--- config.mk ---
export PLATFORM = sky130hd
export DESIGN_NAME = exception_unit_table_flat
export DESIGN_NICKNAME = d
export VERILOG_FILES = /design/src/rtl/exception_unit_table_pkg.sv /design/src/rtl/exception_unit_table_if.sv /design/src/rtl/exception_unit_table_id_lutram_1w1r.sv /design/src/rtl/exception_unit_table.sv /design/src/flat_wrapper.sv
export SDC_FILE = /design/constraint.sdc
export NUM_CORES = 1
export LEC_CHECK = 0
export BUFFER_PORTS_ARGS = -buffer_cell sky130_fd_sc_hd__buf_2
export CAP_MARGIN = 25
export CORE_MARGIN = 2
export CORE_UTILIZATION = 55
export DETAILED_ROUTE_END_ITERATION = 10
export PLACE_DENSITY = 0.83
export REMOVE_ABC_BUFFERS = 1
export SYNTH_ARGS = -nofsm -noshare
export SYNTH_HDL_FRONTEND = slang
export SYNTH_SLANG_ARGS = --single-unit
--- constraint.sdc ---
create_clock -name clk -period 2.09 [get_ports clk]
set_clock_uncertainty 0.05 [all_clocks]
set_input_delay 0.3135 -clock clk [delete_from_list [all_inputs] [get_ports clk]]
set_output_delay 0.3135 -clock clk [all_outputs]
set_load 0.03 [all_outputs]
--- src/rtl/exception_unit_table_pkg.sv ---
// exception_unit_table_pkg: shared sizes, ID/unit types, named exception sources and sweep FSM states
package exception_unit_table_pkg;
    localparam int MAX_IDS = 8;
    localparam int NUM_EXCEPTION_SOURCES = 3;
    localparam int IDW = $clog2(MAX_IDS);
    localparam int UW = $clog2(NUM_EXCEPTION_SOURCES);
    typedef logic [IDW-1:0] id_t;
    typedef logic [UW-1:0] exception_unit_t;
    localparam exception_unit_t LS = exception_unit_t'(0);
    localparam exception_unit_t BRANCH = exception_unit_t'(1);
    localparam exception_unit_t GC = exception_unit_t'(2);
    typedef enum logic [1:0] {IDLE, SWEEP, DONE} sweep_state_t;
endpackage

--- src/rtl/exception_unit_table_if.sv ---
// exception_unit_table_if: issue/retire/lookup/clear signals between global control + issue (master) and the table (slave)
//   init_clear/init_done        sweep request and completion
//   issue_*                     issue-time write of the target unit
//   retire_*                    retire-time invalidation
//   lookup_id_next              next oldest ID, answered one cycle later on current_exception_unit(_valid)
interface exception_unit_table_if;
    import exception_unit_table_pkg::*;
    logic init_clear;
    logic init_done;
    logic issue_valid;
    logic issue_may_except;
    id_t issue_id;
    exception_unit_t issue_unit;
    logic retire_valid;
    id_t retire_id;
    id_t lookup_id_next;
    exception_unit_t current_exception_unit;
    logic current_exception_unit_valid;
    modport master(
        output init_clear, issue_valid, issue_may_except, issue_id, issue_unit,
               retire_valid, retire_id, lookup_id_next,
        input init_done, current_exception_unit, current_exception_unit_valid
    );
    modport slave(
        input init_clear, issue_valid, issue_may_except, issue_id, issue_unit,
              retire_valid, retire_id, lookup_id_next,
        output init_done, current_exception_unit, current_exception_unit_valid
    );
endinterface

--- src/rtl/exception_unit_table_id_lutram_1w1r.sv ---
// id_lutram_1w1r: DEPTH x WIDTH array, one synchronous write port, one asynchronous read port
//   clk, we/waddr/wdata write port, raddr/rdata combinational read port
module id_lutram_1w1r #(
    parameter int DEPTH = 8,
    parameter int WIDTH = 2
) (
    input  logic                     clk,
    input  logic                     we,
    input  logic [$clog2(DEPTH)-1:0] waddr,
    input  logic [WIDTH-1:0]         wdata,
    input  logic [$clog2(DEPTH)-1:0] raddr,
    output logic [WIDTH-1:0]         rdata
);
    logic [WIDTH-1:0] mem [DEPTH];

    always_ff @(posedge clk) begin
        if (we) mem[waddr] <= wdata;
    end

    assign rdata = mem[raddr];
endmodule

--- src/rtl/exception_unit_table.sv ---
// exception_unit_table: per-ID record of the exception unit each issued instruction went to, read out for the oldest ID
//   clk, rst (sync, active-high), bus (exception_unit_table_if.slave)
//   Optional EXCEPTION_UNIT_VALID_EN: builds per-entry valid bits and the retire clear path;
//   otherwise current_exception_unit_valid is 1 outside reset and sweep.
module exception_unit_table
    import exception_unit_table_pkg::*;
(
    input logic clk,
    input logic rst,
    exception_unit_table_if.slave bus
);
    sweep_state_t state;
    logic [IDW:0] sweep_idx;
    logic init_done_q;
    logic sweeping;
    logic issue_wr;
    logic mem_we;
    logic hold_zero;
    logic bypass;
    logic ev_rd;
    logic valid_q;
    id_t mem_waddr;
    exception_unit_t mem_wdata;
    exception_unit_t mem_rdata;
    exception_unit_t unit_q;

    // The sweep shares the single write port and always wins over issue.
    assign sweeping = state == SWEEP;
    assign issue_wr = bus.issue_valid & bus.issue_may_except & ~sweeping;
    assign mem_we = sweeping | issue_wr;
    assign mem_waddr = sweeping ? sweep_idx[IDW-1:0] : bus.issue_id;
    assign mem_wdata = sweeping ? '0 : bus.issue_unit;
    assign bypass = mem_we && mem_waddr == bus.lookup_id_next;
    // Outputs are forced to zero for every cycle spent in SWEEP, so clear them on the edge into each such cycle.
    assign hold_zero = (state == IDLE && bus.init_clear) ||
                       (sweeping && sweep_idx != (IDW+1)'(MAX_IDS-1));

    id_lutram_1w1r #(.DEPTH(MAX_IDS), .WIDTH(UW)) u_mem (
        .clk(clk),
        .we(mem_we),
        .waddr(mem_waddr),
        .wdata(mem_wdata),
        .raddr(bus.lookup_id_next),
        .rdata(mem_rdata)
    );

`ifdef EXCEPTION_UNIT_VALID_EN
    logic [MAX_IDS-1:0] entry_valid;

    // Retire clear first, issue set second: a same-cycle reissue of the retiring ID stays valid.
    always_ff @(posedge clk) begin
        if (rst) entry_valid <= '0;
        else if (sweeping) entry_valid[sweep_idx[IDW-1:0]] <= 1'b0;
        else begin
            if (bus.retire_valid) entry_valid[bus.retire_id] <= 1'b0;
            if (issue_wr) entry_valid[bus.issue_id] <= 1'b1;
        end
    end

    assign ev_rd = entry_valid[bus.lookup_id_next];
`else
    logic unused_retire;
    assign unused_retire = ^{bus.retire_valid, bus.retire_id};
    assign ev_rd = 1'b1;
`endif

    always_ff @(posedge clk) begin
        if (rst || hold_zero) begin
            unit_q <= '0;
            valid_q <= 1'b0;
        end else begin
            unit_q <= bypass ? mem_wdata : mem_rdata;
            valid_q <= bypass ? ~sweeping : ev_rd;
        end
    end

    always_ff @(posedge clk) begin
        if (rst) begin
            state <= IDLE;
            sweep_idx <= '0;
            init_done_q <= 1'b0;
        end else begin
            case (state)
                IDLE: if (bus.init_clear) begin
                    state <= SWEEP;
                    sweep_idx <= '0;
                    init_done_q <= 1'b0;
                end
                SWEEP: begin
                    sweep_idx <= sweep_idx + 1'b1;
                    if (sweep_idx == (IDW+1)'(MAX_IDS-1)) begin
                        state <= DONE;
                        init_done_q <= 1'b1;
                    end
                end
                DONE: if (!bus.init_clear) state <= IDLE;
                default: state <= IDLE;
            endcase
        end
    end

    assign bus.init_done = init_done_q;
    assign bus.current_exception_unit = unit_q;
    assign bus.current_exception_unit_valid = valid_q;
endmodule

--- src/flat_wrapper.sv ---
// flat-port wrapper written by rule: the top's interface ports become plain ports
module exception_unit_table_flat import exception_unit_table_pkg::*;
  (clk, rst, bus_init_clear, bus_issue_valid, bus_issue_may_except, bus_issue_id, bus_issue_unit, bus_retire_valid, bus_retire_id, bus_lookup_id_next, bus_init_done, bus_current_exception_unit, bus_current_exception_unit_valid);
  exception_unit_table_if bus_i ();
  input logic clk;
  input logic rst;
  input wire logic [$bits(bus_i.init_clear)-1:0] bus_init_clear;
  input wire logic [$bits(bus_i.issue_valid)-1:0] bus_issue_valid;
  input wire logic [$bits(bus_i.issue_may_except)-1:0] bus_issue_may_except;
  input wire logic [$bits(bus_i.issue_id)-1:0] bus_issue_id;
  input wire logic [$bits(bus_i.issue_unit)-1:0] bus_issue_unit;
  input wire logic [$bits(bus_i.retire_valid)-1:0] bus_retire_valid;
  input wire logic [$bits(bus_i.retire_id)-1:0] bus_retire_id;
  input wire logic [$bits(bus_i.lookup_id_next)-1:0] bus_lookup_id_next;
  output wire logic [$bits(bus_i.init_done)-1:0] bus_init_done;
  output wire logic [$bits(bus_i.current_exception_unit)-1:0] bus_current_exception_unit;
  output wire logic [$bits(bus_i.current_exception_unit_valid)-1:0] bus_current_exception_unit_valid;
  assign bus_i.init_clear = bus_init_clear;
  assign bus_i.issue_valid = bus_issue_valid;
  assign bus_i.issue_may_except = bus_issue_may_except;
  assign bus_i.issue_id = bus_issue_id;
  assign bus_i.issue_unit = bus_issue_unit;
  assign bus_i.retire_valid = bus_retire_valid;
  assign bus_i.retire_id = bus_retire_id;
  assign bus_i.lookup_id_next = bus_lookup_id_next;
  assign bus_init_done = bus_i.init_done;
  assign bus_current_exception_unit = bus_i.current_exception_unit;
  assign bus_current_exception_unit_valid = bus_i.current_exception_unit_valid;
  exception_unit_table u_core (.clk(clk), .rst(rst), .bus(bus_i));
endmodule
# After elaboration in Yosys (flattened, before gate mapping)
# Memory sizes are Yosys's and may differ from the RTL's. A register that Yosys moved wholly into a read port is not among the register bits.
# Index checks and enable logic that the tools add are counted.
# word_totals
regBits	8
ramBits	16
output_inout_bits	4
elab_cells	42
mem_count	1
# mem_list
memory	depth	word_bits	rd	rd_ports_with_merged_regs	write_ports	line	source
u_core.u_mem.mem	8	2	1	1	1	exception_unit_table_id_lutram_1w1r.sv:14	logic [WIDTH-1:0] mem [DEPTH];
# classes
add_sub_neg	1
n_eq_ne	8
n_mux	14
n_bitwise	4
n_reduce_logical	10
# op_table
cell	n
$mux 2	4
$pmux 4 s2	1
$ne 2x2->1 const B	3
$pmux 2 s3	1
$reduce_and 3->1	2
$mux 1	5
$add 4x1->4 const B	1
$eq 4x3->1 const B	1
$mux 4	1
$ne 4x3->1 const B	1
$eq 3x3->1	1
$logic_and 1x1->1	3
$mux 3	1
$and 1x1->1	2
$eq 2x1->1 const B	1
$eq 2x2->1 const B	1
$logic_not 2->1	1
$logic_or 1x1->1	2
$pmux 1 s2	1
$reduce_and 2->1	1
$reduce_bool 2->1	1
$not 1->1	1
$or 1x1->1	1

# Logic depth before layout (Yosys ltp)
# logic_depth
word_depth	6
ltp_mapped	6
mapped_depth_nobuf	5

# Modules after synthesis
# A second synthesis with hierarchy kept.
# hier_totals
cells_unflattened	110
hier_area_um2	1276.2
# by_module_without_submodules
module	n_inst	cells_per_inst	area_each_um2	seq_area_each_um2
id_lutram_1w1r	1	35	666.9	480.5
exception_unit_table	1	75	609.3	200.2

# Worst setup path after synthesis
# Ideal clock, no wire load.
# synth_timing
path_kind	register to register
start	register u_core.state[1]
end	memory u_core.u_mem.mem[6][0] (enable)
arrival_ps	1136
required_time_ps	1731
setup_slack_ps	595
path_stages_with_launch	7
path_buffers	2
period_less_slack_ps	1495
path_cell_list	dfxtp_1 > buf_6 > and2b_4 > buf_8 > and3_1 > a31oi_1 > nor2_1
# synth_via
elab_chain_len	6
# synth_lines
element	line	source
start, declared	exception_unit_table.sv:12	sweep_state_t state;
start signal, assigned	exception_unit_table.sv:79	state <= IDLE;
start signal, assigned	exception_unit_table.sv:85	state <= SWEEP;
start signal, assigned	exception_unit_table.sv:92	state <= DONE;
$eq 2x1->1 *	exception_unit_table.sv:28	assign sweeping = state == SWEEP;
$not 1->1	exception_unit_table.sv:29	assign issue_wr = bus.issue_valid & bus.issue_may_except & ~sweeping;
$and 1x1->1	exception_unit_table.sv:29	
$or 1x1->1	exception_unit_table.sv:30	assign mem_we = sweeping | issue_wr;
$mux 1	exception_unit_table_id_lutram_1w1r.sv:17	if (we) mem[waddr] <= wdata;
$mux 1 (not written as such)	exception_unit_table_id_lutram_1w1r.sv:17	
end, declared	exception_unit_table_id_lutram_1w1r.sv:14	
# Every way passes the cells marked *; elsewhere a longest branch is shown, timed or not.

# Worst setup path in the final report
# layout_timing
start	register u_core.state[0]
end	memory u_core.u_mem.mem[4][0] (enable)
# The elaborated chain is that of the path after synthesis.

==> impl_metrics.toml <==
[critical_path]
startpoint = "u_core.state[0]"
worst-path-max-fanout = 8
regToRegStartpoint = "u_core.state[0]"
path_class = "reg -> reg"
critPathArrivalTime_ns = 1.62
cp-start-kind = "flop"
cp.required_ns = 2.07
r2r_slack_ns = 0.45
r2r_cells = 4
worstSetupEndpointType = "flop"
rr_endpoint = "u_core.u_mem.mem[4][0]"

[global_route]
grt_overflow = 0
grt_max_degree = 16
grt_pass1_vias = 873
track_usage_pct = 20.4
grt_pass1_wl_mm = 4.01
antenna_found_initial = 0

[cts]
ctsHoldBuffers = 0
cts_tree = "built"
clock-root-buffer = "clkbuf_4"
cts_buffers = 3
cts_resized = 0
cts_buffer_depth = 2
post_cts_buffers = 0
path_clk_slew_ns = 0.15
htree_levels = 1
clock_sinks = 26
worstSkewPairLatency_ns = 0.31

[sta]
rsz0062_at_grt = "no"
finalHoldViolCount = 0
fmax_mhz = 610
fin_crit_ns = 1.64
slew_viol_final = 0
period_share_pct = 78.4
setup_viol = 0
slew_headroom_pct = 66.5
tightest_slew_ns = 0.501
finalSetupTns_ns = 0

[min_path]
hold_depth = 2
hold_path_class = "in -> reg"
whs_endpoint = "u_core.bus.init_done"
min_from = "rst"

[place]
place.gp.congestion = 0.748
io_buffer_count = 16
post_dp_cell_area_um2 = 1380
dp_cells = 152
hpwlAfterDp_mm = 1.82

[yosys]
ys_seq_area_share_pct = 51.9
avgSynthCellArea_um2 = 11.5
yosysWarnings = 0
synth_cell_types = 34
syn_inst = 114
synth_area_um2 = 1310
ys_ff_latch = 26

[drt]
drt_iter0_drc = 20
vias_per_cell = 5.86
drt.antenna.violating_nets = 0
drcViolationCount = 0
num_vias = 914
avgRoutedWirePerCell_um = 15.8
wl_mm = 2.46
first_pass_iters = 6

[finish]
diodes = 0
syn_to_final_growth_pct = 8.97
final-instance-count-excl-fill = 156
fin_util_pct = 64.0
postLayoutCellArea_um2 = 1430
fin_nets = 147
layout-drive-gt1-share_pct = 26.6
fillCellCount = 184

[status]
status = "complete, no violations"

[pwr]
p_leak_nw = 0.568
ir_drop_v = 0.000477
powerDensity_nw_per_um2 = 725

[floorplanning]
ios = 21
dieWidth_um = 52.8
core_area_um2 = 2230
num_rows = 17
die_area_um2 = 2790
die_height_um = 52.8
start_util_pct = 58.7

[run]
max_cap_viol_count = 0
## critical path: stages (launching register included)
cell and delay (ns):
dfxtp_1 0.52, nand2b_1 0.24, nor3b_1 0.23, a31oi_1 0.09
nor2_1 0.22
## stage by stage
stage	total power [mW]	hold slack (ns)	worst slack, ns
after global routing	1.08	0.184	0.314
after global placement	0.695	0.422	0.514
after floorplan	0.657	0.333	0.686
after CTS	1.04	0.198	0.453
after detailed placement	0.702	0.453	0.490
final	1.04	0.196	0.452
## sequential cells by signal, summed over array words and instances (netlist names)
| name | count |
|---|---|
| u_core.bus.init_done | 1 |
| u_core.bus.current_exception_unit_valid | 1 |
| u_core.sweep_idx | 4 |
| u_core.u_mem.mem | 16 |
| u_core.state | 2 |
| u_core.bus.current_exception_unit | 2 |
## routing by layer
| metal | wire [um] | global-route usage (%) | vias up |
|---|---|---|---|
| li1 | - | - | 442 |
| met1 | 1090 | 25.7 | 457 |
| met2 | 1290 | 36.3 | 13 |
| met3 | 67 | 4.29 | 2 |
| met4 | 16 | 3.85 | 0 |
| met5 | 0 | 0 | - |
## cell type report
class / count / area, um^2 / area share (%)
multi-input combinational: 76 / 558 / 39.1
timing repair buffer: 16 / 80.1 / 5.60
clock buffer: 3 / 22.5 / 1.58
inverter: 6 / 22.5 / 1.58
tap: 28 / 35.0 / 2.45
sequential: 26 / 681 / 47.6
clock inverter: 1 / 30.0 / 2.10
## report_power, final
part	total (mW)	internal (mW)	switching [mW]	leakage (nW)
clock network	0.345	0.194	0.151	0.0279
registers	0.570	0.560	0.00990	0.228
logic	0.121	0.0465	0.0740	0.311
## layout by cell type (no fill, tap or decap), types with 2 or more instances in the layout
master    instances
a21oi_1           4
edfxtp_1         16
nand2_1           2
nor2_1           25
a31oi_1           4
inv_1             6
nand4b_1          2
nor3_1            3
nor3b_1           2
mux2_2            2
nand2b_1          3
clkbuf_4          3
dfxtp_1          10
o21ai_0           2
a22oi_1           3
mux4_2            4
buf_2            16
mux2i_1           2
xor2_1            6
## how the worst max path moves through the flow
stage / cells after the start / slack (ns) / endpoint
6_report: 4 / 0.45 / u_core.u_mem.mem[4][0]
5_1_grt: 5 / 0.31 / u_core.bus.current_exception_unit[1]
4_1_cts: 5 / 0.45 / u_core.bus.current_exception_unit[1]
3_5_place_dp: 5 / 0.49 / u_core.bus.current_exception_unit[1]
3_3_place_gp: 4 / 0.51 / u_core.u_mem.mem[4][1]
2_1_floorplan: 4 / 0.69 / u_core.u_mem.mem[0][0]
## cell usage after synthesis, drive strengths merged
cell     n  area [um^2]
nor2    26          100
edfxtp  16          480
dfxtp   10          200
inv      6         22.5
xor2     6         52.6
buf      5         46.3
a21oi    4         20.0
a22oi    4         35.0
a31oi    4         25.0
mux4     4         90.1
nor3     4         25.0
nand2b   3         18.8
o21ai    3         18.8
mux2     2         22.5
mux2i    2         20.0
nand2    2         7.51
nand4b   2         17.5
nor3b    2         15.0
o32ai    2         25.0
and2b    1         10.0
and3     1         6.26
clkbuf   1         3.75
ha       1         12.5
nand3    1         5.00
o21bai   1         11.3
o221a    1         20.0
## kinds of logic after synthesis
logic type               count (synthesis)  synth area share, %
flip-flops                              26                 51.9
adder cells (fa/ha/maj)                  1                0.954
AO/OA/AOI/OAI                           19                 11.8
multiplexers                             8                 10.1
AND/OR/NAND/NOR                         42                 15.6
buffers and inverters                   12                 5.53
XOR/XNOR                                 6                 4.01
(Power assumes the default switching activity.)
